$ cat src/rtl/ecc_scalar_sequencer_if.sv
// ecc_scalar_sequencer_if
//   Command channel between the scalar-multiplication sequencer and the shared
//   point-arithmetic unit. One command is outstanding at a time.
//
//   op_valid : sequencer -> unit, command valid (held until op_ready)
//   op_code  : sequencer -> unit, 000 LOAD_INF, 001 LOAD_BASE, 010 DBL,
//              011 ADD, 100 STORE
//   op_dummy : sequencer -> unit, ADD result is to be discarded
//   op_ready : unit -> sequencer, command accepted this cycle
//   op_done  : unit -> sequencer, one-cycle pulse when the accepted command ends
//
//   master : sequencer side
//   slave  : point-unit side
interface ecc_scalar_sequencer_if;
  logic       op_valid;
  logic       op_ready;
  logic [2:0] op_code;
  logic       op_dummy;
  logic       op_done;

  modport master (
    output op_valid,
    output op_code,
    output op_dummy,
    input  op_ready,
    input  op_done
  );

  modport slave (
    input  op_valid,
    input  op_code,
    input  op_dummy,
    output op_ready,
    output op_done
  );
endinterface

$ cat src/rtl/ecc_scalar_sequencer.sv
// ecc_scalar_sequencer
//   Sequences one scalar multiplication Q = k*P as a stream of point-level
//   commands (LOAD_INF / LOAD_BASE / DBL / ADD / STORE) using left-to-right
//   double-and-add over a KEY_W-bit scalar, one command outstanding at a time.
//
//   Compile-time option: ECC_SEQ_CONST_TIME_EN
//     undefined : leading zeros are skipped, ADD is issued only for 1 bits,
//                 op_dummy is tied 0.
//     defined   : starts with LOAD_INF, issues DBL+ADD for every bit (ADD for a
//                 0 bit is flagged op_dummy), ends with STORE.
//
//   Ports
//     clk      : clock, rising edge
//     reset_n  : asynchronous active-low reset
//     start    : level input, a 0->1 edge starts a job when idle
//     abort    : synchronous cancel, honoured in any state
//     scalar   : scalar k, captured on the accepted start edge
//     busy     : job in progress
//     done     : sticky completion flag, cleared by the next accepted start
//     zero     : last job had k = 0 (result is the point at infinity)
//     bit_idx  : index of the scalar bit currently being processed
//     op       : command channel to the point unit (master side)
module ecc_scalar_sequencer #(
  parameter int KEY_W = 256,
  parameter int IDX_W = $clog2(KEY_W)
) (
  input  logic             clk,
  input  logic             reset_n,
  input  logic             start,
  input  logic             abort,
  input  logic [KEY_W-1:0] scalar,
  output logic             busy,
  output logic             done,
  output logic             zero,
  output logic [IDX_W-1:0] bit_idx,
  ecc_scalar_sequencer_if.master op
);

  typedef enum logic [2:0] {
    ST_IDLE,
    ST_SCAN,
    ST_ISSUE,
    ST_WAIT,
    ST_FINISH
  } state_t;

  localparam logic [2:0] OP_LOAD_INF  = 3'b000;
  localparam logic [2:0] OP_LOAD_BASE = 3'b001;
  localparam logic [2:0] OP_DBL       = 3'b010;
  localparam logic [2:0] OP_ADD       = 3'b011;
  localparam logic [2:0] OP_STORE     = 3'b100;

  state_t           state_reg,   state_next;
  logic [KEY_W-1:0] shift_reg,   shift_next;
  logic [IDX_W-1:0] bit_idx_reg, bit_idx_next;
  logic [2:0]       op_code_reg, op_code_next;
  logic             done_reg,    done_next;
  logic             zero_reg,    zero_next;
  logic             start_d_reg;
`ifdef ECC_SEQ_CONST_TIME_EN
  logic             op_dummy_reg, op_dummy_next;
`endif

  logic start_edge;
  logic cur_bit;
  logic advance;

  assign start_edge = start & ~start_d_reg;
  // The scalar is shifted left as bit_idx counts down, so the bit under
  // bit_idx is always the MSB of the shift register.
  assign cur_bit    = shift_reg[KEY_W-1];

  always_ff @(posedge clk or negedge reset_n) begin
    if (!reset_n) begin
      state_reg    <= ST_IDLE;
      shift_reg    <= '0;
      bit_idx_reg  <= '0;
      op_code_reg  <= OP_LOAD_INF;
      done_reg     <= 1'b0;
      zero_reg     <= 1'b0;
      start_d_reg  <= 1'b0;
`ifdef ECC_SEQ_CONST_TIME_EN
      op_dummy_reg <= 1'b0;
`endif
    end else begin
      state_reg    <= state_next;
      shift_reg    <= shift_next;
      bit_idx_reg  <= bit_idx_next;
      op_code_reg  <= op_code_next;
      done_reg     <= done_next;
      zero_reg     <= zero_next;
      // Tracks start unconditionally, so an edge coinciding with abort is lost.
      start_d_reg  <= start;
`ifdef ECC_SEQ_CONST_TIME_EN
      op_dummy_reg <= op_dummy_next;
`endif
    end
  end

  always_comb begin
    state_next   = state_reg;
    shift_next   = shift_reg;
    bit_idx_next = bit_idx_reg;
    op_code_next = op_code_reg;
    done_next    = done_reg;
    zero_next    = zero_reg;
`ifdef ECC_SEQ_CONST_TIME_EN
    op_dummy_next = op_dummy_reg;
`endif
    advance      = 1'b0;

    if (abort) begin
      // done and zero are left as they are; any in-flight op_done is ignored
      // because it can only be acted on in ST_WAIT.
      state_next = ST_IDLE;
    end else begin
      case (state_reg)
        ST_IDLE: begin
          if (start_edge) begin
            shift_next   = scalar;
            bit_idx_next = IDX_W'(KEY_W - 1);
            done_next    = 1'b0;
`ifdef ECC_SEQ_CONST_TIME_EN
            zero_next     = (scalar == '0);
            op_code_next  = OP_LOAD_INF;
            op_dummy_next = 1'b0;
            state_next    = ST_ISSUE;
`else
            zero_next    = 1'b0;
            state_next   = ST_SCAN;
`endif
          end
        end

`ifndef ECC_SEQ_CONST_TIME_EN
        // Leading-zero skip: one bit per cycle until the first 1.
        ST_SCAN: begin
          if (cur_bit) begin
            op_code_next = OP_LOAD_BASE;
            state_next   = ST_ISSUE;
          end else if (bit_idx_reg != '0) begin
            shift_next   = {shift_reg[KEY_W-2:0], 1'b0};
            bit_idx_next = bit_idx_reg - IDX_W'(1);
          end else begin
            zero_next  = 1'b1;
            state_next = ST_FINISH;
          end
        end
`endif

        ST_ISSUE: begin
          if (op.op_ready) begin
            state_next = ST_WAIT;
          end
        end

        ST_WAIT: begin
          if (op.op_done) begin
            state_next = ST_ISSUE;
`ifdef ECC_SEQ_CONST_TIME_EN
            op_dummy_next = 1'b0;
`endif
            case (op_code_reg)
              OP_STORE: state_next = ST_FINISH;
`ifdef ECC_SEQ_CONST_TIME_EN
              // R = O: the top bit still needs its own DBL, so no step yet.
              OP_LOAD_INF: op_code_next = OP_DBL;
              OP_DBL: begin
                op_code_next  = OP_ADD;
                op_dummy_next = ~cur_bit;
              end
`else
              OP_DBL: begin
                if (cur_bit) begin
                  op_code_next = OP_ADD;
                end else begin
                  advance = 1'b1;
                end
              end
`endif
              // LOAD_BASE and ADD close out the current bit.
              default: advance = 1'b1;
            endcase
          end
        end

        ST_FINISH: begin
          done_next  = 1'b1;
          state_next = ST_IDLE;
        end

        default: state_next = ST_IDLE;
      endcase
    end

    // Move on to the next lower bit, or store once bit 0 is finished.
    if (advance) begin
      if (bit_idx_reg == '0) begin
        op_code_next = OP_STORE;
      end else begin
        bit_idx_next = bit_idx_reg - IDX_W'(1);
        shift_next   = {shift_reg[KEY_W-2:0], 1'b0};
        op_code_next = OP_DBL;
      end
    end
  end

  assign busy        = (state_reg != ST_IDLE);
  assign done        = done_reg;
  assign zero        = zero_reg;
  assign bit_idx     = bit_idx_reg;
  assign op.op_valid = (state_reg == ST_ISSUE);
  assign op.op_code  = op_code_reg;
`ifdef ECC_SEQ_CONST_TIME_EN
  assign op.op_dummy = op_dummy_reg;
`else
  assign op.op_dummy = 1'b0;
`endif

endmodule

$ cat src/flat_wrapper.sv
// flat-port wrapper written by rule: the top's interface ports become plain ports
module ecc_scalar_sequencer_flat 
#(
  parameter int KEY_W = 256,
  parameter int IDX_W = $clog2(KEY_W)
)
  (clk, reset_n, start, abort, scalar, busy, done, zero, bit_idx, op_op_valid, op_op_code, op_op_dummy, op_op_ready, op_op_done);
  ecc_scalar_sequencer_if op_i ();
  input  logic clk;
  input  logic reset_n;
  input  logic start;
  input  logic abort;
  input  logic [KEY_W-1:0] scalar;
  output logic busy;
  output logic done;
  output logic zero;
  output logic [IDX_W-1:0] bit_idx;
  output wire logic [$bits(op_i.op_valid)-1:0] op_op_valid;
  output wire logic [$bits(op_i.op_code)-1:0] op_op_code;
  output wire logic [$bits(op_i.op_dummy)-1:0] op_op_dummy;
  input wire logic [$bits(op_i.op_ready)-1:0] op_op_ready;
  input wire logic [$bits(op_i.op_done)-1:0] op_op_done;
  assign op_op_valid = op_i.op_valid;
  assign op_op_code = op_i.op_code;
  assign op_op_dummy = op_i.op_dummy;
  assign op_i.op_ready = op_op_ready;
  assign op_i.op_done = op_op_done;
  ecc_scalar_sequencer #(.KEY_W(KEY_W), .IDX_W(IDX_W)) u_core (.clk(clk), .reset_n(reset_n), .start(start), .abort(abort), .scalar(scalar), .busy(busy), .done(done), .zero(zero), .bit_idx(bit_idx), .op(op_i));
endmodule
$ cat config.mk
export PLATFORM = sky130hd
export DESIGN_NAME = ecc_scalar_sequencer_flat
export DESIGN_NICKNAME = d
export VERILOG_FILES = /design/src/rtl/ecc_scalar_sequencer_if.sv /design/src/rtl/ecc_scalar_sequencer.sv /design/src/flat_wrapper.sv
export SDC_FILE = /design/constraint.sdc
export NUM_CORES = 1
export LEC_CHECK = 0
export ABC_AREA = 0
export CORE_MARGIN = 2
export CORE_UTILIZATION = 35
export CTS_BUF_LIST = sky130_fd_sc_hd__clkbuf_16
export CTS_CLUSTER_DIAMETER = 120
export DETAILED_ROUTE_END_ITERATION = 6
export SLEW_MARGIN = 40
export SYNTH_ARGS = -nofsm -noshare
export SYNTH_HDL_FRONTEND = slang
export SYNTH_SLANG_ARGS = --single-unit
$ cat constraint.sdc
create_clock -name clk -period 1.99 [get_ports clk]
set_input_delay 0.199 -clock clk [delete_from_list [all_inputs] [get_ports clk]]
set_output_delay 0.199 -clock clk [all_outputs]
set_load 0.005 [all_outputs]
---- After elaboration in Yosys (flattened, before gate mapping) ----
Cells that the tools add are included.
operators by class
  add/subtract/negate cells ............... 1
  multipliers ............................. 0
  divide/modulo/power cells ............... 0
  magnitude comparators ................... 0
  equal/unequal tests ..................... 18
  shift operators ......................... 0
  muxes and demuxes ....................... 40
  bitwise operators ....................... 3
  reductions and logical operators ........ 11
operators with widths
  cell                                                                      count
  256-bit 2-to-1 mux                                                        6
  256-bit one-hot mux with 2 select lines                                   1
  8-bit 2-to-1 mux                                                          6
  3-bit 2-to-1 mux                                                          14
  8-bit one-hot mux with 2 select lines                                     1
  3-bit one-hot mux with 4 select lines                                     1
  3-bit by 2-bit == test with 1-bit output (second input constant)          3
  3-bit by 1-bit inequality test with 1-bit output (second input constant)  3
  3-bit by 2-bit inequality test with 1-bit output (second input constant)  3
  8-bit zero test                                                           1
  8-bit nonzero test                                                        1
  8-bit by 1-bit subtractor with 8-bit output (second input constant)       1
  1-bit 2-to-1 mux                                                          7
  3-bit == test (second input constant)                                     2
  1-bit one-hot mux with 2 select lines                                     3
  3-bit one-hot mux with 2 select lines                                     1
  6-bit AND reduction                                                       1
  3-bit nonzero test                                                        2
  5-bit AND reduction                                                       1
  2-bit by 1-bit inequality test with 1-bit output (second input constant)  2
  2-bit inequality test (second input constant)                             2
  4-bit by 3-bit inequality test with 1-bit output (second input constant)  1
  4-bit AND reduction                                                       1
  2-bit nonzero test                                                        2
  other kinds (6)                                                           7
storage, ports and cells
  bits in registers ....................... 273
  bits in latches ......................... 0
  memory bits (writable) .................. 0
  memory bits (read-only) ................. 0
  logic and storage cells ................. 80
  memories kept ........................... 0

---- Depth between registers and ports, before layout ----
  depth in word-level cells ............... 7
  mapped depth ............................ 10
  depth with buffers taken out ............ 7

---- Worst setup path before layout ----
No wires, ideal clock.
  path kind ............................... reg2reg
  start ................................... register u_core.bit_idx_reg[0], in the netlist u_core.bit_idx[0]
  end ..................................... register u_core.shift_reg[100]
  data arrival time ....................... 2.119 ns
  data required time ...................... 1.869 ns
  setup slack ............................. -0.250 ns
  cell stages (with the launch flop) ...... 11
  buffers on the path ..................... 3
  cell sequence ........................... dfrtp_1 -> inv_1 -> ha_1 -> or4b_1 -> buf_2 -> o211ai_4 -> o21ai_2 -> buf_6 -> buf_6 -> a22oi_1 -> nand2_1
on the way
  longest elaborated chain between the ends .. 7
RTL lines
  item                                     RTL line                     RTL
  start, declared                          ecc_scalar_sequencer.sv:55   logic [IDX_W-1:0] bit_idx_reg, bit_idx_next;
  start signal, assigned                   ecc_scalar_sequencer.sv:88   bit_idx_reg <= bit_idx_next;
  8-bit nonzero test                       ecc_scalar_sequencer.sv:141  end else if (bit_idx_reg != '0) begin
  256-bit 2-to-1 mux                       ecc_scalar_sequencer.sv:141
  256-bit 2-to-1 mux                       ecc_scalar_sequencer.sv:138  if (cur_bit) begin
  256-bit one-hot mux with 2 select lines  ecc_scalar_sequencer.sv:117  case (state_reg)
  256-bit 2-to-1 mux                       ecc_scalar_sequencer.sv:112  if (abort) begin
  256-bit 2-to-1 mux                       ecc_scalar_sequencer.sv:198  if (bit_idx_reg == '0) begin
  256-bit 2-to-1 mux (*)                   ecc_scalar_sequencer.sv:197  if (advance) begin
  via u_core.shift_next[100]               ecc_scalar_sequencer.sv:54   logic [KEY_W-1:0] shift_reg, shift_next;
  end signal, assigned                     ecc_scalar_sequencer.sv:87   shift_reg <= shift_next;
  end, declared                            ecc_scalar_sequencer.sv:54
The timed path passes the listed nets; every way through them passes the cells marked *.
A chain may end at the register's enable or synchronous reset.

---- Worst setup path in the final report ----
  start ................................... register u_core.bit_idx_reg[1], in the netlist u_core.bit_idx[1]
  end ..................................... register u_core.shift_reg[208]
Same word-level chain as after synthesis.

==> flow_summary.json <==
{
  "number_of_distinct_library_cells_after_synthesis": 47,
  "clkLatencyLatePin_ns": 0.55,
  "ys.warnings.count": 0,
  "route.antenna.remaining_nets": 0,
  "cellPowerDensity_mw_per_mm2": 1260,
  "ios": 278,
  "period_utilisation_layout_pct": 116,
  "dr.pass1.iters": 5,
  "worst_pin_slew_ns": 0.600,
  "achievable-frequency_mhz": 432,
  "layout.nets": 1842,
  "post-synth-top-area-cell": "dfrtp_1",
  "setup.worst_path.start_class": "flop",
  "flow.area_growth_from_synthesis_pct": 48.3,
  "globalRouteOverflowTotal": 0,
  "worstPathBufferInverterCount": 4,
  "critPathCaptureType": "flop",
  "cts_max_level": 1,
  "num_vias": 10400,
  "crit_chain": "inv_2 > ha_4 > or4b_4 > o211ai_4 > buf_6 > o21ai_4 > buf_12 > buf_12 > a22oi_2 > nand2_1",
  "largest_reg_flops": 256,
  "dominantRegCellSynth": "dfrtp_1",
  "finalCriticalPeriod_ns": 2.32,
  "core.rowCount": 67,
  "die_h_um": 190,
  "max-vdd-ir-drop_uv": 678,
  "effective_utilization_at_floorplan_pct": 35.8,
  "finalClockSkew_ns": 0.0134,
  "tritoncts_num_sinks": 273,
  "synth_fp_nets": 1510,
  "drcViolationCount": 0,
  "maxCapViolCount": 0,
  "grt_antenna_before_repair": 5,
  "p_leak_nw": 8.17,
  "totalPowerFinal_mw": 22.5,
  "cpPeakStageDelay_ns": 0.51,
  "critical_path.max_fanout": 23,
  "path_depth": 10,
  "tritoncts": "built",
  "die_area_sq_mm": 0.0359,
  "hold_viol": 0,
  "detailed_place.area_sq_mm": 0.0159,
  "violation_count_after_the_first_detailed_routing_iteration": 549,
  "first_global_vias": 10600,
  "clock_slew_at_the_register_clock_pins_of_the_worst_setup_and_hold_paths_ns": 0.06,
  "critPathRequiredTime_ns": 2.41,
  "final_layout_fill_cell_count": 3046,
  "die_w_um": 190,
  "final_design_area_no_fill_sq_mm": 0.0179,
  "grt_start_max_net_pins": 69,
  "cp_slowest_cell": "or4b_4",
  "syn_area_per_cell_sq_um": 9.67,
  "post_route_cells_drive_above_1_share_pct": 20.0,
  "worst_r2r_path_depth": 10,
  "critPathArrivalTime_ns": 2.74,
  "classification_of_the_worst_setup_path": "flop to flop",
  "failed_checks": "setup timing",
  "total_wirelength_um": 34300,
  "synth-seq-cells": 273,
  "clockRootBuffer": "clkbuf_16",
  "grt_util_all_layers_pct": 18.5,
  "slew-limit-headroom_pct": 60.0,
  "synth_edf_count": 0,
  "synth-seq-area-share_pct": 56.7,
  "cts.path.max_buffers": 3,
  "timing.final.setup_violations": 264,
  "viasPerCell": 5.05,
  "core_area_sq_mm": 0.0337,
  "setup_total_negative_slack_ns": -66.36,
  "yosys.area.top_type_share_pct": 56.7,
  "mappedNetlistArea_sq_mm": 0.0121,
  "cell_types_occupying_the_most_area_after_synthesis": "dfrtp_1 57%, nand2_1 16%, a22oi_1 16%",
  "run_status": "finished with violations",
  "unrepaired_setup_endpoints_after_global_routing": "true",
  "postLayoutSetupSlackWorst_ns": -0.326,
  "timing.critical_path.max_delay_family": "simple AND/OR/NAND/NOR gates",
  "global_route_wire_length_before_repair_um": 54800,
  "timing.hold.ws_ns": 0.149,
  "min_delay_path_depth": 1,
  "finalMaxSlewViolations": 0,
  "detailedPlacementHpwl_um": 23300,
  "worstHoldPathType": "input port to flop",
  "worst_path_most_repeated_cell": "buf_12",
  "routed_wire_length_per_instance_um": 16.7,
  "port-buffer-count": 276,
  "synth_async_sr_flop_share_pct": 100,
  "post_synth_inst_count": 1247,
  "place_congestion": 0.814,
  "cts_inserted_buffers": 31
}
layout by cell type (no fill, tap or decap), drive strengths merged, types with 4 or more instances in the layout:
master	synthesis	layout
o21ai	13	13
clkdlybuf4s50	0	274
buf	57	111
nand2	520	520
nor2	17	17
mux2i	4	4
diode	0	4
a22oi	254	254
nor3	7	7
dfrtp	273	273
o211ai	5	5
or3	6	6
inv	7	14
clkbuf	34	34
clkinv	0	13
a311oi	4	4
nor3b	4	4
a21oi	9	9
cells in the mapped netlist (all sizes together) (3+ instances only):
| cell | n |
|---|---|
| clkbuf | 34 |
| o211ai | 5 |
| a21oi | 9 |
| a31oi | 3 |
| nor2b | 3 |
| o21ai | 13 |
| mux2i | 4 |
| a311oi | 4 |
| nor3b | 4 |
| a22oi | 254 |
| inv | 7 |
| or3 | 6 |
| nor2 | 17 |
| nor3 | 7 |
| nand2 | 520 |
| buf | 57 |
| dfrtp | 273 |
| and2 | 3 |
per-layer routing:
metal  global-route usage [%]  vias to the layer above  share of wire (%)
li1                         -                     4994                  -
met1                     26.0                     5020                 45
met2                     28.8                      304                 45
met3                     4.10                       56                7.0
met4                     5.34                        0                2.7
met5                        0                        -                  0
power by group:
part	internal, mW	switching (mW)	leakage [nW]
registers	7.98	1.82	3.42
logic	3.93	3.34	4.25
clock network	3.19	2.24	0.501
total	15.1	7.41	8.17
stage by stage:
stage | instances | utilization (%) | setup slack (ns)
after detailed placement | 1977 | 47.3 | -0.379
after CTS | 2043 | 51.4 | -0.290
final | 2054 | 53.0 | -0.326
after floorplan | 1247 | - | -0.165
after global routing | 2052 | 53.0 | -0.418
after global placement | 1977 | 47.3 | -0.332
final cells by class:
class,count,area (sq um),share of cell area [%]
multi-input combinational,876,5320,29.8
antenna,4,10.0,0.0560
clock inverter,25,190,1.06
clock buffer,31,776,4.34
inverter,7,26.3,0.147
tap,448,561,3.14
sequential,273,6830,38.2
timing repair buffer,390,4160,23.3
logic make-up after synthesis:
group | after synthesis | synth area share (%)
multiplexers | 4 | 0.332
other | 1 | 0.0311
AND/OR/NAND/NOR | 571 | 18.8
buffers and inverters | 98 | 5.62
flip-flops | 273 | 56.7
AO/OA/AOI/OAI | 299 | 18.5
adder cells (fa/ha/maj) | 1 | 0.104
path summary, 6_finish.rpt:
kind                            slack, ns                     to                  from
worst max-delay path                -0.33  u_core.shift_reg[208]     u_core.bit_idx[1]
worst min-delay path                 0.15     u_core.start_d_reg                 start
worst max register to register      -0.33  u_core.shift_reg[208]     u_core.bit_idx[1]
worst min register to register       0.49   u_core.shift_reg[22]  u_core.shift_reg[22]
max in group asynchronous            1.07  u_core.shift_reg[191]               reset_n
min in group asynchronous            0.24  u_core.shift_reg[247]               reset_n
what timing repair did:
action	in CTS	in global routing
gates resized for setup	62	95
hold buffers	1	0
cloned	2	4
setup endpoints to repair	260	270
buffers inserted	7	3
pin swaps	18	26
endpoints found under the hold margin	55	0
(Power assumes the default switching activity.)
